File: src/rtl/fifo_param.sv
// Single-clock FIFO with selectable registered or first-word-fall-through read,
// occupancy count, programmable almost flags and sticky overflow/underflow errors.
module fifo_param #(
    parameter int FIFO_WIDTH = 8,
    parameter int FIFO_DEPTH = 32,
    parameter int AF_THRESH  = 28,
    parameter int AE_THRESH  = 4,
    parameter int FWFT       = 0,
    localparam int AW        = $clog2(FIFO_DEPTH)
) (
    input  logic                  clk,
    input  logic                  rst,
    input  logic                  wr_en,
    input  logic [FIFO_WIDTH-1:0] data_in,
    input  logic                  rd_en,
    output logic [FIFO_WIDTH-1:0] data_out,
    output logic                  rd_valid,
    output logic                  empty,
    output logic                  full,
    output logic                  almost_empty,
    output logic                  almost_full,
    output logic [AW:0]           count,
    output logic [AW-1:0]         wrptr,
    output logic [AW-1:0]         rdptr,
    output logic                  overflow,
    output logic                  underflow,
    input  logic                  clr_err
);
    localparam logic [AW:0] DEPTH_C = FIFO_DEPTH[AW:0];
    localparam logic [AW:0] AF_C    = AF_THRESH[AW:0];
    localparam logic [AW:0] AE_C    = AE_THRESH[AW:0];

    // Handshake: a write is taken when wr_en & ~full, a read when rd_en & ~empty,
    // both judged on the flags before the edge; refused requests only set the
    // sticky error flags. data_out is meaningful exactly while rd_valid is high.
    logic [FIFO_WIDTH-1:0] mem [FIFO_DEPTH];
    logic                  wr_acc;
    logic                  rd_acc;

    assign wr_acc = wr_en & ~full;
    assign rd_acc = rd_en & ~empty;

    assign empty        = (count == '0);
    assign full         = (count == DEPTH_C);
    assign almost_empty = (count <= AE_C);
    assign almost_full  = (count >= AF_C);

    always_ff @(posedge clk) begin
        if (!rst && wr_acc) begin
            mem[wrptr] <= data_in;
        end
    end

    always_ff @(posedge clk) begin
        if (rst) begin
            wrptr     <= '0;
            rdptr     <= '0;
            count     <= '0;
            overflow  <= 1'b0;
            underflow <= 1'b0;
        end else begin
            if (wr_acc) begin
                wrptr <= wrptr + 1'b1;
            end
            if (rd_acc) begin
                rdptr <= rdptr + 1'b1;
            end
            case ({wr_acc, rd_acc})
                2'b10:   count <= count + 1'b1;
                2'b01:   count <= count - 1'b1;
                default: count <= count;
            endcase
            // A new error in the same cycle as clr_err survives the clear.
            overflow  <= (wr_en & full)  | (overflow  & ~clr_err);
            underflow <= (rd_en & empty) | (underflow & ~clr_err);
        end
    end

    generate
        if (FWFT != 0) begin : g_fwft
            assign data_out = mem[rdptr];
            assign rd_valid = ~empty;
        end else begin : g_registered
            logic [FIFO_WIDTH-1:0] dout_q;
            logic                  valid_q;

            always_ff @(posedge clk) begin
                if (rst) begin
                    dout_q  <= '0;
                    valid_q <= 1'b0;
                end else begin
                    valid_q <= rd_acc;
                    if (rd_acc) begin
                        dout_q <= mem[rdptr];
                    end
                end
            end

            assign data_out = dout_q;
            assign rd_valid = valid_q;
        end
    endgenerate
endmodule

File: config.mk
export PLATFORM = sky130hd
export DESIGN_NAME = fifo_param
export DESIGN_NICKNAME = d
export VERILOG_FILES = /design/src/rtl/fifo_param.sv
export SDC_FILE = /design/constraint.sdc
export NUM_CORES = 1
export LEC_CHECK = 0
export CAP_MARGIN = 20
export CELL_PAD_IN_SITES_DETAIL_PLACEMENT = 0
export CELL_PAD_IN_SITES_GLOBAL_PLACEMENT = 1
export CORE_ASPECT_RATIO = 1.25
export CORE_UTILIZATION = 52
export CTS_CLUSTER_DIAMETER = 60
export CTS_CLUSTER_SIZE = 8
export DETAILED_ROUTE_END_ITERATION = 10
export PLACE_DENSITY_LB_ADDON = 0.1
export SLEW_MARGIN = 20
export SYNTH_ARGS = -nofsm -noshare
export SYNTH_HDL_FRONTEND = slang
export SYNTH_SLANG_ARGS = --single-unit
File: constraint.sdc
create_clock -name clk -period 3.9 [get_ports clk]
set_input_delay 0.975 -clock clk [delete_from_list [all_inputs] [get_ports clk]]
set_output_delay 0.975 -clock clk [all_outputs]
set_load 0.01 [all_outputs]
=== After elaboration in Yosys (flattened, before gate mapping) ===
Memory sizes are Yosys's and may differ from the RTL's. A register that Yosys moved wholly into a read port is not among the register bits.
Cells that the tools add are included.

* RAM bits: 256
* Logic and storage cells: 34
* Flip-flop bits (word level): 19
* Input port bits: 13
* Output and inout port bits: 31
* Memories kept: 1

{| class="wikitable"
|+ Memory list
! memory !! words !! width !! read ports !! clocked after memory_dff !! wr ports !! RTL line !! text
|-
| mem || 32 || 8 || 1 || 1 || 1 || 36 || <nowiki>logic [FIFO_WIDTH-1:0] mem [FIFO_DEPTH];</nowiki>
|}

* Eq/ne operators: 3
* Add/subtract/negate cells: 4
* Bitwise logic cells: 11
* Reductions and logical operators: 4
* Magnitude comparators: 2
* Multiplexer cells: 3

{| class="wikitable"
|+ Operator list
! operator !! count
|-
| $pmux 6 s2 || 1
|-
| $add 5x1->5 const B || 2
|-
| $add 6x1->6 const B || 1
|-
| $and 1x1->1 || 6
|-
| $eq 6x6->1 const B || 1
|-
| $ge 6x5->1 const B || 1
|-
| $le 6x3->1 const B || 1
|-
| $logic_not 6->1 || 1
|-
| $sub 6x1->6 const B || 1
|-
| $not 1->1 || 3
|-
| $eq 2x1->1 const B || 1
|-
| $eq 2x2->1 const B || 1
|-
| $mux 1 || 2
|-
| $or 1x1->1 || 2
|-
| $reduce_bool 2->1 || 1
|-
| $logic_and 1x1->1 || 1
|-
| $logic_not 1->1 || 1
|}

=== Depth between registers and ports, before layout ===
* Depth in word-level cells: 6
* Depth in mapped cells: 11
* Gate-level depth less buffers: 11

=== Worst setup path after synthesis ===
Ideal clock, no wire load.

* Path kind: register -> register
* From: register count[0]
* To: register count[4]
* Path buffers: 0
* Stages on the path, launching flop included: 12
* Path slack: 0.954 ns
* Clock period less this slack: 2.946 ns
* Data required time: 3.829 ns
* Arrival time: 2.876 ns
* Library setup time: 0.071 ns
* Cell sequence: dfxtp_1 or4_4 o31a_1 inv_1 ha_1 inv_1 fa_1 nor2b_1 o21a_1 nor3_1 or3b_2 a21oi_1

* Word-level cells in the longest chain between the ends: 5
* Elaborated cells on any way between the ends: 12
* Classes of those cells: 2 x add/sub; 3 x eq/ne; 1 x mux; 4 x bitwise; 2 x reduce/logical

{| class="wikitable"
|+ RTL lines
! element !! RTL line !! text
|-
| from (decl) || 22 || <nowiki>output logic [AW:0] count,</nowiki>
|-
| from (signal assigned) || 69 || <nowiki>2'b10: count <= count + 1'b1;</nowiki>
|-
| from (signal assigned) || 70 || <nowiki>2'b01: count <= count - 1'b1;</nowiki>
|-
| from (signal assigned) || 71 || <nowiki>default: count <= count;</nowiki>
|-
| $eq 6x6->1 or $logic_not 6->1 (tied branches) || 44, 43 ||
|-
| $not 1->1, on equally long branches || 40, 41 ||
|-
| $and 1x1->1, on equally long branches || 40, 41 ||
|-
| $eq 2x1->1 or $eq 2x2->1 (tied branches) || 68 || <nowiki>case ({wr_acc, rd_acc})</nowiki>
|-
| $pmux 6 s2 or $reduce_bool 2->1 (tied branches) || - ||
|}

Parallel ways exist; a longest one is shown, timed or not.
A chain may end at the register's enable or synchronous reset.

=== Final worst setup path ===
* From: register count[0]
* To: output port empty

* Word-level cells in the longest chain between the ends: 1

{| class="wikitable"
|+ RTL lines
! element !! RTL line !! text
|-
| $logic_not 6->1 || 43 || <nowiki>assign empty = (count == '0);</nowiki>
|-
| to (decl) || 18 || <nowiki>output logic empty,</nowiki>
|}

Every way passes these cells.

==> key figures <==
Synth
  – Post-synth top area share: 0.6907
  – Post-synthesis register bit count: 283
  – Post-synth EDFFs: 256
  – Synth Cell Area: 0.01113 mm2
  – Syn_nets: 641
  – Post-Syn Instances: 617
  – Yosys cell types: 40
  – Most area-consuming cells after synthesis: edfxtp_1, mux4_2, dfxtp_1, mux2i_1, nor2_1
  – Cell taking the most area after synthesis: edfxtp_1
  – Synth warnings: 0
  – Post-synthesis sequential area ratio: 0.7393
  – Post-synth top flop: edfxtp_1
  – Syn Area/Cell: 18.04 um2
  – FFs w/ async S/R, synth: 0

Final layout
  – Commonest non-fill, non-tap cells in the layout: edfxtp_1, nor2_1, mux4_2
  – Syn-to-layout area delta: 19.53%
  – Share of post-route cells with drive strength above 1: 0.1997
  – Leading cell type in the layout, fill and taps excluded: edfxtp_1
  – Layout Utilization: 0.6368
  – Fin nets: 737
  – Design area: 0.01330 mm2
  – Diodes inserted: 0

STA
  – Final Hold Vio Count: 0
  – Setup TNS: 0 ns
  – Clock Skew: 0.01423 ns
  – Worst Tran Pin Value: 0.9259 ns
  – Pins over their slew limit: 0
  – Setup ws final: 0.6507 ns
  – Final Cycle Share: 0.8332
  – FMAX: 307.8 MHz
  – # setup viols final: 0
  – Worst slew margin: 0.3800
  – RSZ-0062 raised after global routing: no
  – Hold WS: 0.4844 ns
  – Fin crit period: 3.249 ns

Clock tree
  – Clock latency on the worst-skew pair: 0.51 ns
  – CTS tree: done
  – CTS H-tree depth: 2
  – Post-CTS Resized: 0
  – Bufs on Longest Clock Path: 3
  – Root Driver: clkbuf_16
  – Clock sinks: 283
  – CTS Hold Bufs: 0
  – CTS clock-pin slew for the worst setup and hold paths: 0.05 ns
  – Post-CTS Setup Inserts: 0
  – CTS Buf Count: 41

Die
  – Die H: 165.6 um
  – Die W: 132.9 um
  – I/O pins: 44
  – Die area: 0.02200 mm2
  – Row cnt: 59
  – Core box area: 0.02089 mm2
  – Initial Util: 0.5327

Placement
  – Detailed-placement wirelength estimate: 14.71 mm
  – Placed standard-cell area: 0.01210 mm2
  – PortBufs: 43
  – Routability congestion estimate: 0.7438
  – Pre-CTS setup slack: 0.2871 ns

Setup path
  – Flop-to-flop setup slack: 0.74 ns
  – Crit path cell chain: or4_4, nor3_1, clkdlybuf4s50_1
  – Crit path DAT: 2.27 ns
  – R2R Path End: count[4]
  – Worst-path maximum fanout: 6
  – WP buf/inv: 1
  – Family with the most delay on the worst path: simple AND/OR/NAND/NOR gates
  – Reg-to-reg startpoint: count[0]
  – Worst path slowest cell: clkdlybuf4s50_1
  – Startpoint Class: flop
  – Worst path max stage delay: 0.60 ns
  – WP data required: 2.92 ns
  – Setup crit end kind: output port
  – R2R cell count: 11
  – Crit Path Category: flop to output port

Pwr
  – Switching Fraction: 0.2431
  – Sequential share of power: 0.438
  – Leakage: 4.320 nW
  – Switching pwr: 0.001985 W
  – Pwr Density: 613.8 mW/mm2
  – Max VDD drop: 0.4607 mV
  – Comb pwr share: 0.166
  – Clock power frac: 0.395
  – Pint: 0.006180 W

Route
  – First-pass iteration count of the detailed router: 5
  – WL final: 23.65 mm
  – Via count: 5858
  – DRC: 0
  – Vias per cell: 5.743
  – Wire per inst: 23.19 um
  – Detail Route Antenna Nets: 0
  – Iter 0 DRT Violations: 572

Global routing
  – Initial antenna violation count: 0
  – Vias in the first global route: 6008
  – GRT overflow: 0
  – GRT Resource Usage Total: 0.2277
  – Largest net degree at the start of global routing: 45
  – First-pass GRT wire length: 35.94 mm

Hold path
  – Hold path depth: 1
  – Hold Crit Class: flop to flop
  – Hold Path End: data_out[6]
  – Startpoint of the worst hold path: data_out[6]

Status
  – Status: complete, no violations

Job
  – Max_cap viols: 0
area by class of cell:
class	count	area [um2]
clock buffer	74	1192
inverter	9	33.78
timing repair buffer	87	768.2
fill	1469	7589
multi-input combinational	291	2716
sequential	283	8233
clock inverter	2	16.27
tap	274	342.8
worst max path at each step:
stage	slack [ns]	end	startpoint	depth (start not counted)
final	0.65	empty	count[0]	3
after global routing	0.56	empty	count[0]	3
after CTS	0.63	empty	count[0]	3
after detailed placement	0.29	count[4]	wr_en	10
after global placement	0.33	count[4]	wr_en	10
after floorplan	0.95	count[4]	count[0]	11
metrics by stage:
stage	power, W	std cells
after floorplan	0.004495	617
after global placement	0.004977	944
after detailed placement	0.005005	944
after CTS	0.008242	1020
after global routing	0.008478	1020
final	0.008165	1020
Yosys cell counts (2+ instances only):
library cell / n
xnor2_1: 4
buf_2: 9
nand2_1: 32
mux2i_1: 31
o221ai_1: 8
a21oi_1: 16
ha_1: 10
xor2_1: 7
clkbuf_1: 22
a22oi_1: 16
a31oi_1: 2
o31a_1: 2
buf_6: 2
nor3_1: 5
a211oi_1: 7
o22ai_1: 7
a32o_1: 8
edfxtp_1: 256
inv_1: 9
nor2_1: 52
nand3_1: 4
nand3b_1: 4
dfxtp_1: 27
nand4_1: 5
or3b_2: 3
o21ai_0: 3
nor2b_1: 5
mux4_2: 49
cell families after synthesis:
family | count (synthesis) | share of synthesized area
adders and majority gates | 11 | 0.01304
and+or+nand+nor | 117 | 0.04857
AOI/OAI and AO/OA | 71 | 0.04553
DFF | 283 | 0.7393
muxes | 81 | 0.1280
xor gates and xnor gates | 11 | 0.008656
buffers and inverters | 43 | 0.01686
power groups by stage:
stage                     combinational (W)  sequential (W)  clock (W)
after floorplan                    0.000922         0.00357          0
after global placement              0.00134         0.00363          0
after detailed placement            0.00137         0.00364          0
after CTS                           0.00137         0.00358    0.00329
after global routing                0.00147         0.00360    0.00341
final                               0.00136         0.00358    0.00323
sequential cells by signal (all words and copies together) (netlist names):
signal / flops
rd_valid: 1
data_out: 8
underflow: 1
overflow: 1
wrptr: 5
rdptr: 5
count: 6
mem: 256
per-layer routing:
metal | routed length (um) | vias up | GRT usage
li1 | - | 2668 | -
met1 | 9909 | 2974 | 0.3042
met2 | 11860 | 172 | 0.3839
met3 | 1248 | 44 | 0.03449
met4 | 633 | 0 | 0.07941
met5 | 0 | - | 0
Note: power is estimated with default switching activity, not from simulation.
